===== config.mk =====
export PLATFORM = sky130hd
export DESIGN_NAME = prot_relay_sequencer
export DESIGN_NICKNAME = d
export VERILOG_FILES = /design/src/rtl/prot_relay_sequencer.sv
export SDC_FILE = /design/constraint.sdc
export NUM_CORES = 1
export LEC_CHECK = 0
export CORE_MARGIN = 4
export CORE_UTILIZATION = 42
export CTS_CLUSTER_SIZE = 40
export DETAILED_ROUTE_END_ITERATION = 10
export PLACE_DENSITY_LB_ADDON = 0.05
export SETUP_SLACK_MARGIN = 0.05
export SLEW_MARGIN = 20
export SYNTH_ARGS = -nofsm -noshare
export SYNTH_HDL_FRONTEND = slang
export SYNTH_SLANG_ARGS = --single-unit

===== constraint.sdc =====
create_clock -name clk -period 3.65 [get_ports clk]
set_input_delay 0.5475 -clock clk [delete_from_list [all_inputs] [get_ports clk]]
set_output_delay 0.5475 -clock clk [all_outputs]
set_load 0.005 [all_outputs]

===== src/rtl/prot_relay_sequencer.sv =====
// rtl/prot_relay_sequencer.sv - input protection relay sequencer with serialized re-enable
// Per-channel fault/hold-off FSM, round-robin re-enable arbiter and a shared coil settle timer.
module prot_relay_sequencer #(
  parameter int NUM_CH        = 4,
  parameter int RETRY_TICKS   = 1024,
  parameter int SETTLE_CYCLES = 64,
  parameter int MAX_RETRIES   = 3
) (
  input  logic              clk,
  input  logic              rst_n,
  input  logic [NUM_CH-1:0] input_ok,
  input  logic [NUM_CH-1:0] lockout_clear,
  output logic [NUM_CH-1:0] relay_en,
  output logic [NUM_CH-1:0] locked,
  output logic              busy
);

  localparam int CW = (RETRY_TICKS > 1) ? $clog2(RETRY_TICKS) : 1;
  localparam int SW = (SETTLE_CYCLES > 0) ? $clog2(SETTLE_CYCLES + 1) : 1;
  localparam int FW = (MAX_RETRIES > 0) ? $clog2(MAX_RETRIES + 1) : 1;
  localparam int PW = (NUM_CH > 1) ? $clog2(NUM_CH) : 1;

  localparam logic [CW-1:0] CNT_RELOAD  = CW'(RETRY_TICKS - 1);
  localparam logic [SW-1:0] SETTLE_LOAD = SW'(SETTLE_CYCLES);
  localparam logic [FW-1:0] FAULT_LIMIT = FW'(MAX_RETRIES);
  localparam logic [FW-1:0] FAULT_SAT   = '1;

  typedef enum logic [1:0] {
    ST_OFF_WAIT = 2'd0,
    ST_READY    = 2'd1,
    ST_ON       = 2'd2,
    ST_LOCKED   = 2'd3
  } ch_state_t;

  ch_state_t         state_q [NUM_CH];
  ch_state_t         state_d [NUM_CH];
  logic [CW-1:0]     cnt_q   [NUM_CH];
  logic [CW-1:0]     cnt_d   [NUM_CH];
  logic [FW-1:0]     fault_q [NUM_CH];
  logic [FW-1:0]     fault_d [NUM_CH];
  logic [SW-1:0]     settle_q, settle_d;
  logic [PW-1:0]     rr_q, rr_d;

  logic [NUM_CH-1:0] eligible;
  logic [NUM_CH-1:0] grant;
  logic [PW-1:0]     arb_idx;
  logic              arb_found;
  logic              fault_any;
  logic [FW-1:0]     fault_inc;

  always_ff @(posedge clk) begin
    if (!rst_n) begin
      for (int i = 0; i < NUM_CH; i++) begin
        state_q[i] <= ST_OFF_WAIT;
        cnt_q[i]   <= CNT_RELOAD;
        fault_q[i] <= '0;
      end
      settle_q <= '0;
      rr_q     <= '0;
    end else begin
      for (int i = 0; i < NUM_CH; i++) begin
        state_q[i] <= state_d[i];
        cnt_q[i]   <= cnt_d[i];
        fault_q[i] <= fault_d[i];
      end
      settle_q <= settle_d;
      rr_q     <= rr_d;
    end
  end

  always_comb begin
    eligible  = '0;
    grant     = '0;
    arb_idx   = '0;
    arb_found = 1'b0;
    rr_d      = rr_q;
    fault_any = 1'b0;
    fault_inc = '0;

    for (int i = 0; i < NUM_CH; i++) begin
      eligible[i] = (state_q[i] == ST_READY) && input_ok[i] && (settle_q == '0);
    end

    // Search upward from rr_ptr; the first eligible channel takes the single grant.
    for (int k = 0; k < NUM_CH; k++) begin
      arb_idx = PW'((int'(rr_q) + k) % NUM_CH);
      if (!arb_found && eligible[arb_idx]) begin
        arb_found      = 1'b1;
        grant[arb_idx] = 1'b1;
        rr_d           = PW'((int'(arb_idx) + 1) % NUM_CH);
      end
    end

    for (int i = 0; i < NUM_CH; i++) begin
      state_d[i] = state_q[i];
      cnt_d[i]   = cnt_q[i];
      fault_d[i] = fault_q[i];
      fault_inc  = (fault_q[i] == FAULT_SAT) ? FAULT_SAT : fault_q[i] + FW'(1);
      unique case (state_q[i])
        ST_OFF_WAIT: begin
          if (!input_ok[i]) begin
            cnt_d[i] = CNT_RELOAD;
          end else if (cnt_q[i] == '0) begin
            state_d[i] = ST_READY;
          end else begin
            cnt_d[i] = cnt_q[i] - CW'(1);
          end
        end
        ST_READY: begin
          if (!input_ok[i]) begin
            state_d[i] = ST_OFF_WAIT;
            cnt_d[i]   = CNT_RELOAD;
          end else if (grant[i]) begin
            state_d[i] = ST_ON;
            cnt_d[i]   = CNT_RELOAD;
          end
        end
        ST_ON: begin
          if (!input_ok[i]) begin
            fault_any  = 1'b1;
            fault_d[i] = fault_inc;
            cnt_d[i]   = CNT_RELOAD;
            state_d[i] = ((MAX_RETRIES > 0) && (fault_inc == FAULT_LIMIT)) ? ST_LOCKED : ST_OFF_WAIT;
          end else begin
            if (cnt_q[i] != '0) cnt_d[i] = cnt_q[i] - CW'(1);
            // A full hold-off period of clean ON time forgives earlier faults.
            if (cnt_q[i] <= CW'(1)) fault_d[i] = '0;
          end
        end
        ST_LOCKED: begin
          if (lockout_clear[i]) begin
            state_d[i] = ST_OFF_WAIT;
            cnt_d[i]   = CNT_RELOAD;
            fault_d[i] = '0;
          end
        end
        default: state_d[i] = ST_OFF_WAIT;
      endcase
    end

    if (arb_found || fault_any) begin
      settle_d = SETTLE_LOAD;
    end else if (settle_q != '0) begin
      settle_d = settle_q - SW'(1);
    end else begin
      settle_d = '0;
    end
  end

  always_comb begin
    relay_en = '0;
    locked   = '0;
    for (int i = 0; i < NUM_CH; i++) begin
      relay_en[i] = (state_q[i] == ST_ON);
      locked[i]   = (state_q[i] == ST_LOCKED);
    end
    busy = (settle_q != '0);
  end

endmodule

Yosys cells after proc, flatten, opt, wreduce, memory -nomap -nowiden. Memories as Yosys holds them, arrays and structs flattened. Index checks and enable logic that the tools add are counted.

Register bits: 9. Memory bits (writable): 56. Memories kept: 3.

Memories: cnt_q (words 4, bits a word 10, read ports 4, clocked after memory_dff 0, wr ports 4, RTL line 37) `logic [CW-1:0] cnt_q [NUM_CH];`; fault_q (words 4, bits a word 2, read ports 4, clocked after memory_dff 0, wr ports 4, RTL line 39) `logic [FW-1:0] fault_q [NUM_CH];`; state_q (words 4, bits a word 2, read ports 4, clocked after memory_dff 0, wr ports 4, RTL line 35) `ch_state_t state_q [NUM_CH];`.

Add/sub/neg operators: 15. $lt $le $gt $ge: 12. Eq/ne operators: 20. Multiplexer cells: 136. Bitwise operators: 17. Reductions and logical operators: 35.

Operator list (count): $mux W10 (32); $pmux W10 S4 (4); $mux W2 (56); $le A10 B1 Y1 const B (4); $logic_not A10 Y1 (4); $reduce_bool A10 Y1 (4); $sub A10 B1 Y10 const B (4); $eq A2 B2 Y1 const B (16); $pmux W2 S4 (4); $mux W1 (22); $add A2 B1 Y2 const B (8); $mux W4 (4); $pmux W2 S2 (4); $logic_and A1 B1 Y1 (15); $mux W7 (2); $lt A2 B3 Y1 const B (4); $or A1 B1 Y1 (12); $or A4 B4 Y4 (3); $bmux W1 S2 (4); $demux W1 S2 (4); $eq A2 B1 Y1 const B (4); $ge A2 B1 Y1 const B (4); $logic_not A2 Y1 (4); $logic_not A7 Y1 (1); other kinds (8) (12).

Logic depth before layout (Yosys ltp). Gate-level depths: netlist of the first run.

Word-level depth: 19. Mapped depth: 11. Mapped depth without buffers: 9.

Least setup slack after synthesis of the first run. Ideal clock, no wire load.

Kind: register -> register. Start point: register rr_q[0]. End point: memory cnt_q[1][9] in the netlist's numbering. Data arrival time: 2.754 ns. Data required time: 3.590 ns. Slack: 0.835 ns. Stages on the path, launching flop included: 12. Period minus slack after synthesis: 2.815 ns. Path through: dfxtp_1 > buf_2 > inv_1 > ha_1 > nor3_1 > o211ai_1 > a221oi_2 > a221o_1 > o21ai_2 > buf_6 > or4_4 > nand3_2.

RTL lines: start: declaration (RTL line 42) `logic [PW-1:0] rr_q, rr_d;`; start signal: assignment (RTL line 67) `rr_q <= rr_d;`; end: declaration (RTL line 37).

==> results of run 1 <==
-- layout make-up --
cell class | instances | area [um^2]
fillers | 988 | 5046
multi-input cells | 400 | 2591
flip-flops and latches | 65 | 1301
repair buffers | 29 | 262.8
well taps | 133 | 166.4
inverters | 34 | 127.6
clock buffers | 13 | 148.9
clock inverters | 3 | 40.04
-- power by group --
| part | total (mW) | switching [mW] | leakage (nW) | internal [mW] |
|---|---|---|---|---|
| clock | 0.619 | 0.286 | 0.0974 | 0.333 |
| sequential | 0.784 | 0.0383 | 0.528 | 0.746 |
| combinational | 0.321 | 0.189 | 1.07 | 0.132 |
-- state kept, by name, indices dropped and copies added, names as in the netlist --
signal    cells
rr_q          2
state_q       8
settle_q      7
cnt_q        40
fault_q       8
-- per-stage QoR --
step / worst slack [ns] / power [mW] / hold WS [ns]
after CTS: 0.6628 / 1.746 / 0.4694
after floorplan: 0.8354 / 1.026 / 0.4128
after global placement: 0.3160 / 1.118 / 0.4315
final: 0.6207 / 1.724 / 0.4634
after detailed placement: 0.2751 / 1.121 / 0.4512
after global routing: 0.4235 / 1.826 / 0.4970
-- per-layer routing --
layer | vias up | part of all wire, %
met1 | 1786 | 50
met5 | - | 0
met4 | 0 | 1.7
met3 | 13 | 4.1
li1 | 1989 | -
met2 | 77 | 44
-- kinds of logic after synthesis --
| group | Yosys count | synth area share, % |
|---|---|---|
| AO/OA/AOI/OAI | 132 | 22.04 |
| XOR/XNOR | 5 | 1.054 |
| adder cells (fa/ha/maj) | 14 | 4.214 |
| buffers and inverters | 60 | 6.352 |
| flip-flops | 65 | 31.31 |
| multiplexers | 5 | 1.836 |
| AND/OR/NAND/NOR | 244 | 33.20 |
-- path summary, 6_finish.rpt --
check                                 start     endpoint
worst min register to register  settle_q[0]  settle_q[0]
worst min-delay path            settle_q[0]  settle_q[0]
worst max register to register      rr_q[1]  cnt_q[1][3]
worst max-delay path                rr_q[1]  cnt_q[1][3]
-- cells in the mapped netlist, types with 5 or more instances --
cell                        n  area, um^2
sky130_fd_sc_hd__ha_1      14       175.2
sky130_fd_sc_hd__clkbuf_1  10       37.54
sky130_fd_sc_hd__nor3b_1    5       37.54
sky130_fd_sc_hd__a21oi_1   24       120.1
sky130_fd_sc_hd__nor4_1    10       62.56
sky130_fd_sc_hd__nand3b_1   7       52.55
sky130_fd_sc_hd__nand2b_1   7       43.79
sky130_fd_sc_hd__nor3_1    25       125.1
sky130_fd_sc_hd__or4_1      8       60.06
sky130_fd_sc_hd__nand4_1    9       56.30
sky130_fd_sc_hd__buf_2     10       50.05
sky130_fd_sc_hd__nand2_1   40       150.1
sky130_fd_sc_hd__o21ai_0   39       195.2
sky130_fd_sc_hd__o31ai_1   14       105.1
sky130_fd_sc_hd__and3_1     6       37.54
sky130_fd_sc_hd__or3_1     10       62.56
sky130_fd_sc_hd__a221o_1    5       50.05
sky130_fd_sc_hd__nand3_1   34       170.2
sky130_fd_sc_hd__o21a_1     5       37.54
sky130_fd_sc_hd__and2_1     5       31.28
sky130_fd_sc_hd__nor2b_1    6       37.54
sky130_fd_sc_hd__a31oi_1    8       50.05
sky130_fd_sc_hd__inv_1     34       127.6
sky130_fd_sc_hd__nor2_1    45       168.9
sky130_fd_sc_hd__dfxtp_1   65        1301
-- worst max-delay path, stage by stage, from the launching register on --
cell and delay (ns):
sky130_fd_sc_hd__dfxtp_1 0.42, sky130_fd_sc_hd__inv_1 0.13, sky130_fd_sc_hd__ha_1 0.33, sky130_fd_sc_hd__nor3_1 0.28, sky130_fd_sc_hd__o211ai_1 0.20, sky130_fd_sc_hd__a221oi_2 0.47
sky130_fd_sc_hd__a221o_1 0.31, sky130_fd_sc_hd__o21ai_2 0.19, sky130_fd_sc_hd__or4_1 0.54, sky130_fd_sc_hd__nand3_1 0.09
==> impl_summary.log, run 1 <==
[metrics] sum of negative setup slack: 0 ns
[metrics] number of hold violations in the final report: 0
[metrics] sort of element at the start of the critical path: flop
[metrics] Data required, critical path: 3.94 ns
[metrics] post-synthesis instance area: 4156 um^2
[metrics] post-route cell area: 4638 um^2
[metrics] pin count of the biggest net entering global routing: 30
[metrics] placeable core region: 9684 um^2
[metrics] initial core utilization: 42.92%
[metrics] GRT Overall Usage: 18.39%
[metrics] maximum buffer depth of the clock tree: 2
[metrics] via total after detailed routing: 3865
[metrics] CP Max Fanout: 14
[metrics] slack of the worst reg-to-reg path: 0.62 ns
[metrics] routing usage on met1: 24.96%
[metrics] minimum period implied by the final worst setup slack: 3.029 ns
[metrics] depth of the most critical reg-to-reg path: 9
[metrics] fmax: 0.3301 GHz
[metrics] count of nets left with antenna violations after detail routing: 0
[metrics] Clock Tree Root: sky130_fd_sc_hd__clkbuf_8
[metrics] Synth Warn #: 0
[metrics] worst skew pair latency: 0.35 ns
[metrics] diode count: 0
[metrics] num ports: 19
[metrics] most common library cell in the layout ignoring fill and taps: sky130_fd_sc_hd__dfxtp_1
[metrics] number of library cell types mapped by synthesis: 69
[metrics] first-pass iteration count of the detailed router: 5
[metrics] floorplan die area: 11550 um^2
[metrics] number of buffer cells added on primary ports: 18
[metrics] skew final: 0.009326 ns
[metrics] syn nets: 549
[metrics] Most Used Layer, Global Route: met2
[metrics] clk slew on worst S/H paths: 0.07 ns
[metrics] outcome: finished clean
[metrics] maximum VDD drop: 0.0001622 V
[metrics] TritonCTS clock tree: done
[metrics] GR Layer Usage met2: 28.37%
[metrics] Yosys reg bits: 65
[metrics] post-route fraction of the period consumed by the critical path: 82.99%
[metrics] wirelength, routed: 10000 um
[metrics] Static Leak: 1.696 nW
[metrics] GR Overflow Total: 0
[metrics] endpoint arrival time on the critical path: 3.32 ns
[metrics] count of H-tree levels built during CTS: 3
[metrics] min-delay worst type: flop to flop
[metrics] type of destination of the critical path: flop
[metrics] CTS hold repair buffers: 0
[metrics] Post-CTS Setup Bufs: 0
[metrics] Rel. slew slack: 51.96%
[metrics] number of rows created at floorplan: 36
[metrics] average detailed-routed wire length per instance: 14.78 um
[metrics] Pwr per Cell Area: 371.7 nW/um^2
[metrics] die span in x: 107.5 um
[metrics] final-report max-slew violation count: 0
[metrics] global-route wire length before repair: 17260 um
[metrics] met3 GRT Util: 3.779%
[metrics] count of flip-flops with a built-in enable after synthesis: 0
[metrics] type of the worst setup path: flop to flop
[metrics] most used flip-flop cell after synthesis: sky130_fd_sc_hd__dfxtp_1
[metrics] Hold Path Depth: 1
[metrics] initial antenna violation count: 0
[metrics] post-detailed-route via-to-cell ratio: 5.709
[metrics] Layout Utilization: 47.89%
[metrics] synth-to-layout area growth: 11.59%
[metrics] sequential element share of the synthesized area: 31.31%
[metrics] Placement Cell Area: 4449 um^2
[metrics] Max Cap Viol: 0
[metrics] number of placed instances with taps included: 661
[metrics] Die Y: 107.5 um
[metrics] count of unresolved DRC violations after routing: 0
[metrics] Synth Instances: 525
[metrics] total setup violations reported at the end of the flow: 0
[metrics] initial detailed-routing violation count: 227
[metrics] number of clock sinks seen by CTS: 65
[metrics] final non-filler cell total: 677
[metrics] post-synthesis area per instance: 7.917 um^2
[metrics] final weighted congestion in routability-driven placement: 0.9243
[metrics] post-CTS sizing: 0
[metrics] detailed placer's ending HPWL: 7071 um
[metrics] number of global-route vias before repair: 3716
[metrics] final net count: 563
[metrics] transition time at the pin with the least slew margin: 0.7206 ns
[metrics] top library cells by usage in the layout, fill and taps aside: sky130_fd_sc_hd__dfxtp_1, sky130_fd_sc_hd__nor2_1, sky130_fd_sc_hd__nand2_1, sky130_fd_sc_hd__o21ai_0
[metrics] async set-or-reset flop fraction in the synthesized netlist: 0%
[metrics] setup repair after global routing missed its margin: no
[metrics] fraction of layout cells with a size suffix above 1: 8.640%
[metrics] cts bufs inserted: 9
(Power assumes the default switching activity.)
==> run 2: changes to the inputs <==
clock period = 2.92 ns   (was 3.65 ns; I/O delays follow)
==> impl_summary.log, run 2 (synthesized netlist as in run 1, its figures left out) <==
[metrics] outcome: finished clean
[metrics] fraction of layout cells with a size suffix above 1: 15.25% (+6.6 points)
[metrics] Crit Reg-Reg Startpoint: settle_q[0]
[metrics] crit path setup slack, layout: 0.2064 ns (-0.4144 ns)
[metrics] endpoint arrival time on the critical path: 3.00 ns (-0.32 ns)
[metrics] global-route wire length before repair: 17800 um (+3.1%)
[metrics] number of rows created at floorplan: 36 (unchanged)
[metrics] detailed placer's ending HPWL: 7378 um (+4.3%)
[metrics] Pwr per Cell Area: 450.0 nW/um^2 (+21%)
[metrics] number of buffer cells added on primary ports: 18 (unchanged)
[metrics] min-delay worst type: flop to flop
[metrics] count of unresolved DRC violations after routing: 0 (unchanged)
[metrics] Most Used Layer, Global Route: met2
[metrics] routing usage on met1: 26.79% (+1.8 points)
[metrics] final weighted congestion in routability-driven placement: 0.9180 (-0.68%)
[metrics] setup repair after global routing missed its margin: yes
[metrics] fmax: 0.3685 GHz
[metrics] total setup violations reported at the end of the flow: 0 (unchanged)
[metrics] clk slew on worst S/H paths: 0.06 ns (about the same)
[metrics] Clock Tree Root: sky130_fd_sc_hd__clkbuf_8
[metrics] top library cells by usage in the layout, fill and taps aside: sky130_fd_sc_hd__dfxtp_1, sky130_fd_sc_hd__nor2_1, sky130_fd_sc_hd__buf_4, sky130_fd_sc_hd__nand2_1, sky130_fd_sc_hd__o21ai_0
[metrics] type of destination of the critical path: flop
[metrics] CP Max Fanout: 12 (-2)
[metrics] initial core utilization: 42.92% (unchanged)
[metrics] synth-to-layout area growth: 19.39%
[metrics] sort of element at the start of the critical path: input port
[metrics] transition time at the pin with the least slew margin: 0.5735 ns (-0.1471 ns)
[metrics] average detailed-routed wire length per instance: 14.58 um (-1.3%)
[metrics] GRT Overall Usage: 18.87% (+0.48 points)
[metrics] proportion of power drawn by the clock network: 34.7% (-1.2 points)
[metrics] Most flops, register: cnt_q
[metrics] Data required, critical path: 3.20 ns (-0.74 ns)
[metrics] flip-flop count of the largest register after layout: 40 (unchanged)
[metrics] post-detailed-route via-to-cell ratio: 5.665 (-0.77%)
[metrics] floorplan die area: 11550 um^2 (unchanged)
[metrics] diode count: 0 (unchanged)
[metrics] pre-CTS setup slack: -0.3272 ns (-0.6023 ns)
[metrics] switching share of power: 28.75% (-1.0 points)
[metrics] post-route fraction of the period consumed by the critical path: 92.93%
[metrics] GR Layer Usage met2: 28.55% (+0.18 points)
[metrics] cts bufs inserted: 9 (unchanged)
[metrics] Critical Path Start: input_ok[2]
[metrics] leading registers by flop count: cnt_q: 40 flops, fault_q: 8 flops, state_q: 8 flops
[metrics] Static Leak: 1.886 nW (+11%)
[metrics] wirelength, routed: 10360 um (+3.5%)
[metrics] worst skew pair latency: 0.34 ns (about the same)
[metrics] met3 GRT Util: 4.559% (+0.78 points)
[metrics] Rel. slew slack: 61.47% (+9.5 points)
[metrics] first-pass iteration count of the detailed router: 5 (unchanged)
[metrics] minimum period implied by the final worst setup slack: 2.714 ns
[metrics] initial detailed-routing violation count: 193 (-15%)
[metrics] initial antenna violation count: 0 (unchanged)
[metrics] pin count of the biggest net entering global routing: 20 (-33%)
[metrics] placeable core region: 9684 um^2 (unchanged)
[metrics] Die Y: 107.5 um (unchanged)
[metrics] count of nets left with antenna violations after detail routing: 0 (unchanged)
[metrics] final-report max-slew violation count: 0 (unchanged)
[metrics] Power Internal: 1.591 mW (+31%)
[metrics] number of global-route vias before repair: 3668 (-1.3%)
[metrics] most common library cell in the layout ignoring fill and taps: sky130_fd_sc_hd__dfxtp_1
[metrics] GR Overflow Total: 0 (unchanged)
[metrics] die span in x: 107.5 um (unchanged)
[metrics] via total after detailed routing: 4022 (+4.1%)
[metrics] number of clock sinks seen by CTS: 65 (unchanged)
[metrics] beginning of the worst hold path: settle_q[0]
[metrics] skew final: 0.005499 ns (-0.003827 ns)
[metrics] num ports: 19 (unchanged)
[metrics] sequential fraction of design power: 43.9% (-1.6 points)
[metrics] number of hold violations in the final report: 0 (unchanged)
[metrics] Max Cap Viol: 0 (unchanged)
[metrics] sum of negative setup slack: 0 ns (unchanged)
[metrics] final net count: 597 (+6.0%)
[metrics] count of H-tree levels built during CTS: 3 (unchanged)
[metrics] type of the worst setup path: input port to flop
[metrics] maximum VDD drop: 0.0002647 V (+63%)
[metrics] combinational share of power: 21.4% (+2.8 points)
[metrics] TritonCTS clock tree: done
[metrics] maximum buffer depth of the clock tree: 2 (unchanged)
[metrics] total net switching power: 0.6421 mW (+25%)
## run 2: worst paths after layout
| kind | to | slack (ns) | cells after the start |
|---|---|---|---|
| worst min register to register | settle_q[0] | 0.45 | 1 |
| worst max register to register | cnt_q[0][5] | 0.22 | 10 |
| worst min-delay path | settle_q[0] | 0.45 | 1 |
| worst max-delay path | cnt_q[1][9] | 0.21 | 8 |
## run 2: repair_timing
item                       CTS  global route
setup endpoints to repair    2            23
resized for setup            1             7
hold buffers                 0             0
pin swaps                    0             1
buffers inserted             0             2
## run 2: per-layer routing
layer | vias up | part of all wire (%)
met3 | 14 | 4.4
li1 | 2043 | -
met5 | - | 0
met2 | 97 | 45
met1 | 1868 | 50
met4 | 0 | 1.4
## run 2: cell type report
type | instances | area (um^2)
clock buffer | 12 | 155.1
timing repair buffer | 63 | 530.5
multi-input combinational | 400 | 2641
sequential | 65 | 1301
fill | 945 | 4722
clock inverter | 3 | 40.04
inverter | 34 | 127.6
tap | 133 | 166.4
## run 2: stage by stage
step	utilization [%]	std cells	hold WS [ns]	area (um^2)	power, mW
after floorplan	-	525	0.4128	4156	1.282
after global placement	48.55	693	0.4304	4702	1.445
after detailed placement	48.55	693	0.4417	4702	1.454
after CTS	50.61	708	0.4574	4901	2.239
after global routing	51.24	710	0.4625	4962	2.364
final	51.24	710	0.4533	4962	2.233
## run 2: power by group through the flow
stage               Clock, mW  Combinational, mW  Sequential [mW]
floorplan                   0              0.293            0.990
global placement            0              0.448            0.998
detailed placement          0              0.454             1.00
CTS                     0.802              0.457            0.980
global route            0.842              0.533            0.989
finish                  0.775              0.478            0.980
## run 2: critical path, stage by stage
cell,delay [ns]
sky130_fd_sc_hd__clkdlybuf4s50_1,0.54
sky130_fd_sc_hd__and3b_1,0.23
sky130_fd_sc_hd__nand2_1,0.09
sky130_fd_sc_hd__mux4_2,0.54
sky130_fd_sc_hd__o32ai_4,0.38
sky130_fd_sc_hd__o21ai_4,0.15
sky130_fd_sc_hd__or4_4,0.53
sky130_fd_sc_hd__nand3_2,0.08
==> run 3: changes to the inputs <==
clock period = 2.65 ns   (was 2.92 ns; I/O delays follow)
==> impl_summary.log, run 3 (synthesized netlist as in run 1, its figures left out) <==
[metrics] top library cells by usage in the layout, fill and taps aside: sky130_fd_sc_hd__buf_4, sky130_fd_sc_hd__dfxtp_1, sky130_fd_sc_hd__nor2_1, sky130_fd_sc_hd__nand2_1, sky130_fd_sc_hd__o21ai_0
[metrics] count of unresolved DRC violations after routing: 0 (unchanged)
[metrics] global-route wire length before repair: 18540 um (+4.2%)
[metrics] initial antenna violation count: 0 (unchanged)
[metrics] fmax: 0.4005 GHz
[metrics] final weighted congestion in routability-driven placement: 0.9275 (+1.0%)
[metrics] number of hold violations in the final report: 0 (unchanged)
[metrics] worst skew pair latency: 0.35 ns (about the same)
[metrics] CTS hold repair buffers: 0 (unchanged)
[metrics] transition time at the pin with the least slew margin: 0.4929 ns (-0.08067 ns)
[metrics] average detailed-routed wire length per instance: 14.93 um (+2.3%)
[metrics] switching share of power: 29.79% (+1.0 points)
[metrics] via total after detailed routing: 4200 (+4.4%)
[metrics] total setup violations reported at the end of the flow: 0 (unchanged)
[metrics] Placement Cell Area: 4857 um^2 (+3.3%)
[metrics] power after layout: 2.496 mW (+12%)
[metrics] area of all sequential standard cells: 1304 um^2 (+0.19%)
[metrics] initial core utilization: 42.92% (unchanged)
[metrics] fraction of layout cells with a size suffix above 1: 22.43% (+7.2 points)
[metrics] clk slew on worst S/H paths: 0.06 ns (about the same)
[metrics] combinational share of power: 26.9% (+5.5 points)
[metrics] pin count of the biggest net entering global routing: 30 (+50%)
[metrics] number of clock sinks seen by CTS: 65 (unchanged)
[metrics] post-route cell area: 5276 um^2 (+6.3%)
[metrics] leading registers by flop count: cnt_q: 40 flops, fault_q: 8 flops, state_q: 8 flops
[metrics] final net count: 623 (+4.4%)
[metrics] count of H-tree levels built during CTS: 3 (unchanged)
[metrics] type of destination of the critical path: flop
[metrics] Clock Tree Root: sky130_fd_sc_hd__clkbuf_8
[metrics] skew final: 0.005426 ns (-0.00007280 ns)
[metrics] most common library cell in the layout ignoring fill and taps: sky130_fd_sc_hd__buf_4
[metrics] detailed placer's ending HPWL: 7607 um (+3.1%)
[metrics] Hold Path Depth: 2 (+1)
[metrics] TritonCTS clock tree: done
[metrics] final-report max-slew violation count: 0 (unchanged)
[metrics] footprint of the multi-input gates: 2795 um^2 (+5.8%)
[metrics] Static Leak: 2.035 nW (+7.9%)
[metrics] GRT Overall Usage: 19.65% (+0.77 points)
[metrics] Power Internal: 1.753 mW (+10%)
[metrics] Max Cap Viol: 0 (unchanged)
[metrics] synth-to-layout area growth: 26.94%
[metrics] number of global-route vias before repair: 3953 (+7.8%)
[metrics] placeable core region: 9684 um^2 (unchanged)
[metrics] number of buffer cells added on primary ports: 18 (unchanged)
[metrics] pre-CTS setup slack: -0.5129 ns (-0.1856 ns)
[metrics] CP Max Fanout: 6 (-6)
[metrics] die span in x: 107.5 um (unchanged)
[metrics] wirelength, routed: 10970 um (+5.9%)
[metrics] Die Y: 107.5 um (unchanged)
[metrics] count of nets left with antenna violations after detail routing: 0 (unchanged)
[metrics] GR Overflow Total: 0 (unchanged)
[metrics] flip-flop count of the largest register after layout: 40 (unchanged)
[metrics] endpoint arrival time on the critical path: 2.73 ns (-0.27 ns)
[metrics] maximum buffer depth of the clock tree: 2 (unchanged)
[metrics] initial detailed-routing violation count: 229 (+19%)
[metrics] cts bufs inserted: 9 (unchanged)
[metrics] minimum period implied by the final worst setup slack: 2.497 ns
[metrics] crit path setup slack, layout: 0.1531 ns (-0.05325 ns)
[metrics] Data required, critical path: 2.88 ns (-0.32 ns)
[metrics] Most flops, register: cnt_q
[metrics] sequential fraction of design power: 43.4% (-0.5 points)
[metrics] num ports: 19 (unchanged)
[metrics] depth of the most critical reg-to-reg path: 11 (+1)
[metrics] type of the worst setup path: flop to flop
[metrics] post-detailed-route via-to-cell ratio: 5.714 (+0.87%)
[metrics] first-pass iteration count of the detailed router: 5 (unchanged)
[metrics] proportion of power drawn by the clock network: 29.7% (-5.0 points)
[metrics] number of rows created at floorplan: 36 (unchanged)
[metrics] total net switching power: 0.7436 mW (+16%)
[metrics] diode count: 0 (unchanged)
[metrics] post-route fraction of the period consumed by the critical path: 94.22%
[metrics] final-layout fill cell count: 908 (-3.9%)
[metrics] outcome: finished clean
[metrics] min-delay worst type: flop to flop
[metrics] Rel. slew slack: 67.02% (+5.6 points)
[metrics] sort of element at the start of the critical path: flop
[metrics] setup repair after global routing missed its margin: yes
[metrics] floorplan die area: 11550 um^2 (unchanged)
[metrics] Pwr per Cell Area: 473.1 nW/um^2 (+5.1%)
[metrics] maximum VDD drop: 0.0002480 V (-6.3%)
run 3: final cells by class:
cell class / count / area share, %
Multi-Input combinational cell: 401 / 52.98
Sequential cell: 65 / 24.71
Timing Repair Buffer: 88 / 13.66
Clock buffer: 14 / 3.083
Tap cell: 133 / 3.154
Inverter: 34 / 2.419
run 3: path summary, 6_finish.rpt:
check               from          end  slack [ns]
min reg2reg  cnt_q[1][7]  cnt_q[1][7]        0.48
max reg2reg  settle_q[0]  cnt_q[1][7]        0.15
max          settle_q[0]  cnt_q[1][7]        0.15
min          cnt_q[1][7]  cnt_q[1][7]        0.48
run 3: power groups by stage:
| stage | Combinational [mW] | Clock (mW) | Sequential (mW) |
|---|---|---|---|
| finish | 0.670 | 0.742 | 1.08 |
| global route | 0.752 | 0.812 | 1.09 |
| CTS | 0.589 | 0.775 | 1.08 |
| detailed placement | 0.565 | 0 | 1.10 |
| global placement | 0.559 | 0 | 1.10 |
| floorplan | 0.322 | 0 | 1.09 |
run 3: stage by stage:
stage          utilization (%)  std cells  TNS, ns  hold WS, ns
4_1_cts                  52.74        728        0       0.4802
6_report                 54.48        735        0       0.4823
3_3_place_gp             50.16        712   -14.78       0.4703
2_1_floorplan                -        525        0       0.4128
5_1_grt                  54.48        735        0       0.5105
3_5_place_dp             50.16        712   -17.26       0.4709
run 3: routing by layer:
layer | share of wire (%) | wire [um] | track usage [%] | up-vias
met3 | 4.8 | 529 | 2.519 | 21
met5 | 0 | 0 | 0 | -
met1 | 47 | 5184 | 27.08 | 1949
met4 | 2.5 | 270 | 8.566 | 0
li1 | - | - | - | 2113
met2 | 45 | 4986 | 30.73 | 117
run 3: critical path, stage by stage (launching register included):
cell	delay (ns)
sky130_fd_sc_hd__dfxtp_1	0.34
sky130_fd_sc_hd__inv_2	0.06
sky130_fd_sc_hd__ha_4	0.16
sky130_fd_sc_hd__nor4b_4	0.12
sky130_fd_sc_hd__buf_6	0.14
sky130_fd_sc_hd__and3_4	0.19
sky130_fd_sc_hd__a21o_1	0.21
sky130_fd_sc_hd__a221o_2	0.44
sky130_fd_sc_hd__buf_4	0.16
sky130_fd_sc_hd__o21a_2	0.25
sky130_fd_sc_hd__nor4bb_1	0.13
sky130_fd_sc_hd__nand3b_1	0.17
run 3: timing repair:
| item | in CTS | in global routing |
|---|---|---|
| setup buffers | 1 | 6 |
| pin swaps | 5 | 20 |
| setup endpoints to repair | 38 | 40 |
| gates cloned | 1 | 1 |
| gates resized for setup | 22 | 27 |
